File: config.mk
export PLATFORM = sky130hd
export DESIGN_NAME = fnd_scan_ctrl
export DESIGN_NICKNAME = d
export VERILOG_FILES = /design/src/rtl/fnd_scan_ctrl.sv
export SDC_FILE = /design/constraint.sdc
export NUM_CORES = 1
export LEC_CHECK = 0
export CAP_MARGIN = 15
export CORE_ASPECT_RATIO = 1.5
export CORE_MARGIN = 1.5
export CORE_UTILIZATION = 30
export DETAILED_ROUTE_END_ITERATION = 16
export PLACE_DENSITY = 0.56
export REMOVE_ABC_BUFFERS = 1
export SYNTH_ARGS = -nofsm -noshare
export SYNTH_HDL_FRONTEND = slang
export SYNTH_SLANG_ARGS = --single-unit
File: constraint.sdc
create_clock -name i_clk -period 2.6 [get_ports i_clk]
set_input_delay 0.52 -clock i_clk [delete_from_list [all_inputs] [get_ports i_clk]]
set_output_delay 0.52 -clock i_clk [all_outputs]
set_load 0.01 [all_outputs]
File: src/rtl/fnd_scan_ctrl.sv
// 4-digit multiplexed FND scan controller: binary-to-BCD conversion (double dabble)
// feeding a display register, scanned one digit per prescaler tick with leading-zero blanking.
module fnd_scan_ctrl #(
   parameter int unsigned P_SCAN_DIV = 100000
) (
   input  logic        i_clk,
   input  logic        i_Reset,
   input  logic [13:0] i_Value,
   input  logic        i_Load,
   input  logic        i_Blank_Lz,
   output logic        o_Busy,
   output logic        o_Done,
   output logic [3:0]  o_BCD,
   output logic        o_En,
   output logic [3:0]  o_Digit_Sel
);

   localparam int unsigned W_VAL   = 14;
   localparam int unsigned W_BCD   = 16;
   localparam int unsigned W_CNT   = 4;
   localparam int unsigned N_ITER  = 14;
   localparam int unsigned W_PRESC = (P_SCAN_DIV > 1) ? $clog2(P_SCAN_DIV) : 1;

   localparam logic [W_VAL-1:0]   C_MAX_VAL    = W_VAL'(9999);
   localparam logic [W_CNT-1:0]   C_LAST_ITER  = W_CNT'(N_ITER - 1);
   localparam logic [W_PRESC-1:0] C_PRESC_LAST = W_PRESC'(P_SCAN_DIV - 1);

   typedef enum logic [1:0] {S_IDLE, S_SHIFT, S_DONE} state_t;

   state_t             r_state;
   state_t             w_state_nxt;
   logic               w_capture;
   logic               w_shift;
   logic               w_commit;
   logic               w_busy_nxt;

   logic [W_VAL-1:0]   r_bin;
   logic [W_BCD-1:0]   r_bcd;
   logic [W_BCD-1:0]   w_bcd_adj;
   logic [W_CNT-1:0]   r_cnt;
   logic [W_BCD-1:0]   r_disp;

   logic [W_PRESC-1:0] r_presc;
   logic [1:0]         r_idx;
   logic [1:0]         w_idx_nxt;
   logic               w_tick;
   logic [3:0]         w_sel_nxt;
   logic [3:0]         w_bcd_nxt;
   logic               w_hi_zero;
   logic               w_en_nxt;

   // Converter state register
   always_ff @(posedge i_clk) begin
      if (i_Reset) r_state <= S_IDLE;
      else         r_state <= w_state_nxt;
   end

   // Converter next-state logic
   always_comb begin
      w_state_nxt = r_state;
      case (r_state)
         S_IDLE:  if (i_Load) w_state_nxt = S_SHIFT;
         S_SHIFT: if (r_cnt == C_LAST_ITER) w_state_nxt = S_DONE;
         S_DONE:  w_state_nxt = S_IDLE;
         default: w_state_nxt = S_IDLE;
      endcase
   end

   // Converter control decode; busy/done are registered from these in the datapath
   always_comb begin
      w_capture = 1'b0;
      w_shift   = 1'b0;
      w_commit  = 1'b0;
      case (r_state)
         S_IDLE:  w_capture = i_Load;
         S_SHIFT: w_shift   = 1'b1;
         S_DONE:  w_commit  = 1'b1;
         default: ;
      endcase
      w_busy_nxt = (w_state_nxt != S_IDLE);
   end

   // Double-dabble correction: +3 on every nibble >= 5 before the shift
   always_comb begin
      w_bcd_adj = r_bcd;
      for (int i = 0; i < 4; i++) begin
         if (r_bcd[4*i +: 4] >= 4'd5) w_bcd_adj[4*i +: 4] = r_bcd[4*i +: 4] + 4'd3;
      end
   end

   always_ff @(posedge i_clk) begin
      if (i_Reset) begin
         r_bin  <= '0;
         r_bcd  <= '0;
         r_cnt  <= '0;
         r_disp <= '0;
         o_Busy <= 1'b0;
         o_Done <= 1'b0;
      end else begin
         o_Busy <= w_busy_nxt;
         o_Done <= w_commit;
         if (w_capture) begin
            r_bin <= (i_Value > C_MAX_VAL) ? C_MAX_VAL : i_Value;
            r_bcd <= '0;
            r_cnt <= '0;
         end
         if (w_shift) begin
            r_bcd <= {w_bcd_adj[W_BCD-2:0], r_bin[W_VAL-1]};
            r_bin <= {r_bin[W_VAL-2:0], 1'b0};
            r_cnt <= r_cnt + W_CNT'(1);
         end
         if (w_commit) r_disp <= r_bcd;
      end
   end

   // Scan outputs for the slot that becomes active on the next tick
   always_comb begin
      w_tick    = (r_presc == C_PRESC_LAST);
      w_idx_nxt = r_idx + 2'd1;
      w_sel_nxt = ~(4'b0001 << w_idx_nxt);
      w_bcd_nxt = r_disp[{w_idx_nxt, 2'b00} +: 4];
      case (w_idx_nxt)
         2'd1:    w_hi_zero = (r_disp[15:4]  == 12'd0);
         2'd2:    w_hi_zero = (r_disp[15:8]  == 8'd0);
         2'd3:    w_hi_zero = (r_disp[15:12] == 4'd0);
         default: w_hi_zero = 1'b0;
      endcase
      w_en_nxt = !(i_Blank_Lz && w_hi_zero);
   end

   always_ff @(posedge i_clk) begin
      if (i_Reset) begin
         r_presc     <= '0;
         r_idx       <= 2'd0;
         o_BCD       <= 4'd0;
         o_En        <= 1'b1;
         o_Digit_Sel <= 4'b1110;
      end else if (w_tick) begin
         r_presc     <= '0;
         r_idx       <= w_idx_nxt;
         o_BCD       <= w_bcd_nxt;
         o_En        <= w_en_nxt;
         o_Digit_Sel <= w_sel_nxt;
      end else begin
         r_presc <= r_presc + W_PRESC'(1);
      end
   end

endmodule

== Yosys cells after proc, flatten, opt, wreduce, memory -nomap -nowiden ==
Cells that the tools add are included.

* Bits in registers: 82
* Bits of input ports: 18
* Output and inout port bits: 11
* Word-level logic and storage cells: 63

* Add/subtract/negate cells: 7
* Order comparisons: 5
* Equality and inequality tests: 7
* Shift-type cells: 2
* Mux-type cells: 18
* Bitwise operators: 1
* Reductions and logical operators: 10

{| class="wikitable"
|+ Operator list
! kind !! number
|-
| 2-to-1 mux 14 bit || 3
|-
| 2-to-1 mux 16 bit || 2
|-
| 2-to-1 mux 4 bit || 5
|-
| adder 17 x 1 -> 17 bit, second input constant || 1
|-
| == test 17 bit, second input constant || 1
|-
| >= comparator 4 x 3 -> 1 bit, second input constant || 4
|-
| indexed part select 16 x 5 -> 4 bit || 1
|-
| greater-than comparator 14 bit, second input constant || 1
|-
| adder 4 x 2 -> 4 bit, second input constant || 3
|-
| logical NOT 12 bit || 1
|-
| logical NOT 8 bit || 1
|-
| == test 2 bit, second input constant || 3
|-
| adder 4 x 1 -> 4 bit, second input constant || 1
|-
| == test 2 x 1 -> 1 bit, second input constant || 2
|-
| == test 4 bit, second input constant || 1
|-
| logical NOT 4 bit || 1
|-
| 2-to-1 mux 2 bit || 2
|-
| NOT 4 bit || 1
|-
| one-hot mux 2 bit (2 select lines) || 1
|-
| nonzero test 2 bit || 2
|-
| OR reduction 2 bit || 2
|-
| << shifter 1 x 2 -> 4 bit, first input constant || 1
|-
| adder 3 x 2 -> 3 bit, second input constant || 1
|-
| 2-to-1 mux 1 bit || 3
|-
| other kinds (6) || 6
|}

== Longest topological paths before layout ==
Gate-level depths: netlist of run 1.

* Depth after elaboration: 5
* Gate-level depth with buffers: 7

== Worst setup path before layout of run 1 ==
No wires, ideal clock.

* Path kind: register to register
* Start point: reg r_idx[0]
* End point: reg o_BCD[0]
* Setup time: 128 ps
* Data arrival time: 1,663 ps
* Required time: 2,472 ps
* Setup slack: 810 ps
* Stages on the path, launching flop included: 6
* Path buffers: 0
* Cell sequence: dfxtp_1 > inv_1 > ha_1 > mux4_2 > mux2i_1 > nor2_1

* Longest elaborated chain between the ends: 2

{| class="wikitable"
|+ Ends and longest elaborated chain
! what !! line !! text
|-
| start: declaration || 44 || <nowiki>logic [1:0] r_idx;</nowiki>
|-
| start signal: assignment || 140 || <nowiki>r_idx <= w_idx_nxt;</nowiki>
|-
| adder 2 x 1 -> 2 bit || 119 || <nowiki>w_idx_nxt = r_idx + 2'd1;</nowiki>
|-
| named net w_idx_nxt[0] || 45 || <nowiki>logic [1:0] w_idx_nxt;</nowiki>
|-
| indexed part select 16 x 5 -> 4 bit || 121 || <nowiki>w_bcd_nxt = r_disp[{w_idx_nxt, 2'b00} +: 4];</nowiki>
|-
| end signal: assignment || 141 || <nowiki>o_BCD <= w_bcd_nxt;</nowiki>
|-
| end: declaration || 13 || <nowiki>output logic [3:0] o_BCD,</nowiki>
|}

The timed path passes the listed nets, and every way through them passes these cells.
A chain may end at the register's enable or synchronous reset.

== Worst setup path after layout of run 1 ==
* Start point: reg r_state[0]
* End point: reg r_bcd[7]

* Longest elaborated chain between the ends: 3
* Elaborated cells on any way between the ends: 6
* Classes of those cells: eq/ne: 1; mux: 3; reduce/logical: 2

{| class="wikitable"
|+ Ends and longest elaborated chain
! what !! line !! text
|-
| start: declaration || 30 || <nowiki>state_t r_state;</nowiki>
|-
| start signal: assignment || 55 || <nowiki>else r_state <= w_state_nxt;</nowiki>
|-
| == test 2 x 1 -> 1 bit / logical NOT 2 bit (equally long branches) || 74 || <nowiki>case (r_state)</nowiki>
|-
| 2-to-1 mux 1 bit || 74 ||
|-
| 2-to-1 mux 16 bit / nonzero test 2 bit (equally long branches) || -- ||
|-
| end signal: assignment || 108 || <nowiki>r_bcd <= {w_bcd_adj[W_BCD-2:0], r_bin[W_VAL-1]};</nowiki>
|-
| end: declaration || 38 || <nowiki>logic [W_BCD-1:0] r_bcd;</nowiki>
|}

Several ways; a longest one is shown, not always the timed one.

==> impl_metrics.tcl, run 1 <==
set metrics [dict create \
    cell_internal_pwr_w 0.00201 \
    clk_path_buf_depth 2 \
    grt_pass1_wl_um 13500 \
    min_path_type "flop to flop" \
    crit_fanout 11 \
    fin_cells 604 \
    track_usage_pct 12.6 \
    root_buffer "clkbuf_16" \
    numClockSinks 82 \
    fin_crit_ns 2.05 \
    placed_area_um2 4220 \
    synth_edf_count 0 \
    num-nets-final 480 \
    cts_hold_buffers 0 \
    detail_route.first_pass.iterations 4 \
    worst_pin_slew_ns 0.666 \
    gp_congestion 0.809 \
    finClkSkew_ns 0.00990 \
    die_height_um 140 \
    peakVddDrop_v 0.000339 \
    total_power_w 0.00264 \
    p_sw_share_pct 24.1 \
    combPwrFrac_pct 5.9 \
    cts_buffers 9 \
    drt_iter0_drc 141 \
    fmax_mhz 488 \
    power.switching_w 0.000638 \
    h-tree-depth 3 \
    finalInstanceArea_um2 4500 \
    synth-async-reset-ratio_pct 0 \
    drive_gt1_share_pct 9.31 \
    grt_pass1_vias 2919 \
    ys.flop_type "dfxtp_1" \
    port-buffer-count 28 \
    antenna_found_initial 0 \
    ys_seq_area_share_pct 43.6 \
    vias_per_cell 5.04 \
    drv_cap 0 \
    clock_latency_ns 0.33 \
    maxSlewHeadroom_pct 55.5 \
    status "finished clean" \
    drv_slew 0 \
    power_density_nw_per_um2 588 \
    route.detailed.drc 0 \
    finalCritPeriodShare_pct 78.7 \
    cts_tree "built" \
    setup_viol 0 \
    hold_violations 0 \
    cts_resized 0 \
    ant_nets 0 \
    crit_type "flop to flop" \
    synth-seq-cells 82 \
    die-area_um2 13200 \
    grt_max_degree 24 \
    die_w_um 94.5 \
    fp.coreArea_um2 12100 \
    seq_power_share_pct 49.2 \
    wire_per_inst_um 13.0 \
    finalWirelength_um 7870 \
    cts.clk_slew.worst_paths_ns 0.06 \
    grt-ovfl-total 0 \
    postCtsSetupRepairBufs 0 \
    ys_types 54 \
    start_util_pct 31.0 \
    setup_tns_ns 0 \
    p_leak_nw 1.63 \
    arrival_ns 2.32 \
    clkPwrFrac_pct 44.9 \
    worstPathRequired_ns 2.87 \
    rows 49 \
    avgSynthCellArea_um2 9.01 \
    ys_warn_count 0 \
    post-dp-hpwl_um 5700 \
    cp-end-kind "flop" \
    worst-r2r-setup-slack_ns 0.55 \
    synthesis.area_um2 3760 \
    ios 29 \
    synth_cells 418 \
    fin_hold_ws_ns 0.450 \
    vias 3044 \
    start_kind "flop" \
    antenna_cells 0 \
    area_growth_pct 19.5 \
    rsz0062_at_grt "no" \
    dp.cells 588 \
]
==> critical path: stages, from the launching register on <==
cell and delay, ns:
dfxtp_1 0.45, nor2b_1 0.59, nand2b_1 0.44, o31ai_1 0.34, a32o_1 0.17
==> power groups by stage <==
stage	registers, W	logic [W]	clock network (W)
floorplan	0.00132	0.0000800	0
global placement	0.00133	0.000155	0
detailed placement	0.00133	0.000158	0
CTS	0.00130	0.000159	0.00122
global route	0.00130	0.000177	0.00127
finish	0.00130	0.000156	0.00119
==> layout make-up <==
type,instances,area (µm²)
Timing Repair Buffer,38,350
Clock inverter,7,55.1
Tap cell,153,191
Multi-Input combinational cell,300,1980
Sequential cell,82,1640
Fill cell,1248,7640
Inverter,15,56.3
Clock buffer,9,225
==> cell usage in the layout, fill, tap and decap left out, types with 5 or more instances in the layout <==
| master | netlist | final |
|---|---|---|
| o21ai_0 | 11 | 11 |
| nand4_1 | 7 | 7 |
| buf_4 | 1 | 10 |
| xnor2_1 | 12 | 12 |
| mux2i_1 | 9 | 9 |
| nand3_1 | 8 | 8 |
| nand2b_1 | 9 | 9 |
| ha_1 | 16 | 16 |
| a21oi_1 | 36 | 36 |
| o32ai_1 | 6 | 6 |
| and3_1 | 5 | 5 |
| inv_1 | 15 | 15 |
| o22ai_1 | 5 | 5 |
| nand3b_1 | 5 | 5 |
| nand2_1 | 49 | 49 |
| nor4_1 | 6 | 6 |
| nor2_1 | 41 | 41 |
| xor2_1 | 8 | 8 |
| dfxtp_1 | 82 | 82 |
| clkdlybuf4s50_1 | 0 | 27 |
| nor3_1 | 6 | 6 |
| clkbuf_16 | 0 | 9 |
==> worst paths after layout <==
path                               start                      to  cells after the start
hold reg to reg   r_bin[13]$_SDFFE_PP0P_  r_bin[13]$_SDFFE_PP0P_                      2
setup / recovery   r_state[0]$_SDFF_PP0_   r_bcd[7]$_SDFFE_PP0P_                      4
hold / removal    r_bin[13]$_SDFFE_PP0P_  r_bin[13]$_SDFFE_PP0P_                      2
setup reg to reg   r_state[0]$_SDFF_PP0_   r_bcd[7]$_SDFFE_PP0P_                      4
==> stage by stage <==
| step | util, % | setup slack, ns |
|---|---|---|
| final | 37.1 | 0.553 |
| after global routing | 37.1 | 0.337 |
| after CTS | 37.1 | 0.554 |
| after detailed placement | 34.7 | 0.427 |
| after global placement | 34.7 | 0.495 |
| after floorplan | - | 0.606 |
==> cells in the mapped netlist, drive strengths merged, types with 5 or more instances <==
| cell type | number | area share, % |
|---|---|---|
| dfxtp | 82 | 44 |
| nand2 | 49 | 4.9 |
| nor2 | 41 | 4.1 |
| a21oi | 36 | 4.8 |
| ha | 16 | 5.3 |
| clkbuf | 15 | 1.5 |
| inv | 15 | 1.5 |
| xnor2 | 12 | 2.8 |
| nand3 | 11 | 2.1 |
| o21ai | 11 | 1.5 |
| mux2i | 9 | 2.4 |
| nand2b | 9 | 1.5 |
| nand4 | 8 | 1.5 |
| xor2 | 8 | 1.9 |
| buf | 6 | 0.86 |
| nor3 | 6 | 0.80 |
| nor4 | 6 | 1.0 |
| o32ai | 6 | 1.4 |
| and3 | 5 | 0.83 |
| nand3b | 5 | 1.0 |
| o22ai | 5 | 0.83 |
| or3 | 5 | 0.96 |
==> cell families (layout without fill, tap and decap cells) <==
| family | Yosys count | after routing | synth area share, % |
|---|---|---|---|
| adder cells (fa/ha/maj) | 16 | 16 | 5.32 |
| XOR/XNOR | 20 | 20 | 4.65 |
| multiplexers | 14 | 14 | 5.08 |
| AO/OA/AOI/OAI | 92 | 92 | 15.8 |
| buffers and inverters | 36 | 69 | 3.85 |
| AND/OR/NAND/NOR | 158 | 158 | 21.7 |
| flip-flops | 82 | 82 | 43.6 |
==> per-layer routing <==
layer	share of wire [%]	global-route usage (%)
met1	44	14.9
met2	51	22.2
met3	3.8	2.88
met4	1.5	4.24
met5	0	0
==> flip-flops by register name, summed over array words and instances, names as in the netlist, 2 cells and up <==
register and count:
r_presc 17, r_bcd 16, r_disp 16, r_bin 14, o_BCD 4, o_Digit_Sel 4, r_cnt 4, r_idx 2
r_state 2
(Power assumes the default switching activity.)
==> run 2: changes to the inputs <==
--- a/config.mk
+++ b/config.mk
@@ -10,7 +10,7 @@
 export CORE_MARGIN = 1.5
 export CORE_UTILIZATION = 30
 export DETAILED_ROUTE_END_ITERATION = 16
-export PLACE_DENSITY = 0.56
+export PLACE_DENSITY = 0.57
 export REMOVE_ABC_BUFFERS = 1
 export SYNTH_ARGS = -nofsm -noshare
 export SYNTH_HDL_FRONTEND = slang
==> constraint.sdc (replaced) <==
create_clock -name i_clk -period 1.7 [get_ports i_clk]
set_input_delay 0.34 -clock i_clk [delete_from_list [all_inputs] [get_ports i_clk]]
set_output_delay 0.34 -clock i_clk [all_outputs]
set_load 0.01 [all_outputs]
==> run 2 against run 1 <==
Fmax increased by 27%; via count up 2.3%; non-clock buffer count rose by 20; sequential share of layout area decreased by 1.7 points; setup slack got worse by 0.47 ns; clock power grew 71%; die area is the same; critical path type unchanged.
==> impl_metrics.tcl, run 2 (synthesized netlist as in run 1, its figures left out) <==
set metrics [dict create \
    status "finished clean" \
    dp_slack_ns -0.243 \
    largest_register_ffs 17 \
    area_growth_pct 25.4 \
    drv_cap 0 \
    start_util_pct 31.0 \
    grt_pass1_vias 2994 \
    min_path_type "input pin to flop" \
    crit_type "flop to flop" \
    cts.clk_slew.worst_paths_ns 0.06 \
    port-buffer-count 28 \
    reg_top3 "r_presc: 17 flops, r_bcd: 16 flops, r_disp: 16 flops" \
    worstPathRequired_ns 1.92 \
    power_density_nw_per_um2 909 \
    maxSlewHeadroom_pct 74.0 \
    die_w_um 94.5 \
    gp_congestion 0.784 \
    fillers 1239 \
    path_buf_inv 1 \
    drv_slew 0 \
    fin_crit_ns 1.61 \
    antenna_cells 0 \
    crit_fanout 5 \
    post-dp-hpwl_um 5980 \
    ios 29 \
    numClockSinks 82 \
    cts_tree "built" \
    largest_register "r_presc" \
    cp-end-kind "flop" \
    fp.coreArea_um2 12100 \
    worst_pin_slew_ns 0.390 \
    detail_route.first_pass.iterations 5 \
    rows 49 \
    finalCritPeriodShare_pct 94.9 \
    mostFrequentLayoutCells "80 x dfxtp_1, 49 x nand2_1, 40 x nor2_1, 35 x a21oi_1, 28 x buf_4" \
    p_leak_nw 1.76 \
    cts_buffers 9 \
    arrival_ns 1.84 \
    slowest_delay_ns 0.53 \
    postCtsSetupRepairBufs 0 \
    fin_cells 624 \
    root_buffer "clkbuf_16" \
    grt_pass1_wl_um 13700 \
    dp.cells 608 \
    cts_hold_buffers 0 \
    finClkSkew_ns 0.0101 \
    critPathTopFamily "multiplexers" \
    grt_max_degree 18 \
    peakVddDrop_v 0.000491 \
    finalWirelength_um 8100 \
    clk_path_buf_depth 2 \
    track_usage_pct 13.0 \
    rsz0062_at_grt "no" \
    start_kind "flop" \
    setup_viol 0 \
    ant_nets 0 \
    fmax_mhz 620 \
    vias 3115 \
    vias_per_cell 4.99 \
    setup_tns_ns 0 \
    num-nets-final 500 \
    crit_slowest_cell "mux4_2" \
    wire_per_inst_um 13.0 \
    antenna_found_initial 0 \
    grt-ovfl-total 0 \
    h-tree-depth 3 \
    clock_latency_ns 0.34 \
    die-area_um2 13200 \
    cts_resized 0 \
    die_height_um 140 \
    crit_chain "inv_1 -> ha_2 -> mux4_2 -> mux2i_1 -> nor2_1" \
    drive_gt1_share_pct 14.4 \
    fin_ws_ns 0.0874 \
    hold_violations 0 \
    route.detailed.drc 0 \
    drt_iter0_drc 74 \
    layout.cells.most_common "dfxtp_1" \
]
[run 2: cell types whose count changed in the layout (fill, tap and decap cells not counted), sizes merged]
cell,delta
clkinv,-2
buf,+20
clkbuf,+3
clkinvlp,-1
bufinv,+1
inv,-1
[run 2: path summary, 6_finish.rpt]
| kind | startpoint | to | slack, ns | depth (start not counted) |
|---|---|---|---|---|
| setup / recovery | r_idx[0]$_SDFFE_PP0P_ | o_BCD[0]$_SDFFE_PP0P_ | 0.09 | 5 |
| hold reg to reg | r_presc[0]$_SDFF_PP0_ | r_presc[0]$_SDFF_PP0_ | 0.44 | 1 |
| setup reg to reg | r_idx[0]$_SDFFE_PP0P_ | o_BCD[0]$_SDFFE_PP0P_ | 0.09 | 5 |
| hold / removal | i_Reset | r_bin[9]$_SDFFE_PP0P_ | 0.41 | 2 |
[run 2: final cells by class]
type                       instances  area, µm²  share of cell area [%]
clock buffer                      12        267                    5.64
clock inverter                     4       48.8                    1.03
inverter                          15       56.3                    1.19
multi-input combinational        300       1990                    42.1
sequential                        82       1640                    34.8
tap                              153        191                    4.05
timing repair buffer              58        526                    11.1
[run 2: worst reg2reg max path, delay by kind of cell (launching register included)]
kind	cells	cell delay (ns)
and+or+nand+nor	1	0.05
muxes	2	0.66
DFF	1	0.33
buffers and inverters	1	0.06
adders and majority gates	1	0.40
[run 2: power breakdown]
group	leakage, nW	total [W]	switching (W)	internal [W]
Combinational	0.933	0.000277	0.000140	0.000137
Clock	0.159	0.00203	0.000771	0.00126
Sequential	0.665	0.00199	0.0000295	0.00196
[run 2: metal layers]
| metal | track usage (%) | vias to the layer above | share of wire, % |
|---|---|---|---|
| li1 | - | 1581 | - |
| met1 | 15.3 | 1471 | 44 |
| met2 | 22.7 | 55 | 52 |
| met3 | 2.99 | 8 | 3.2 |
| met4 | 4.71 | 0 | 1.3 |
| met5 | 0 | - | 0 |
[run 2: per-stage QoR]
| step | util (%) | hold WS (ns) | total power (W) | cell area [µm²] |
|---|---|---|---|---|
| final | 38.9 | 0.408 | 0.00429 | 4720 |
| after global routing | 38.9 | 0.420 | 0.00446 | 4720 |
| after CTS | 38.8 | 0.399 | 0.00434 | 4710 |
| after detailed placement | 36.2 | 0.445 | 0.00231 | 4390 |
| after global placement | 36.2 | 0.439 | 0.00230 | 4390 |
| after floorplan | - | 0.409 | 0.00215 | 3680 |
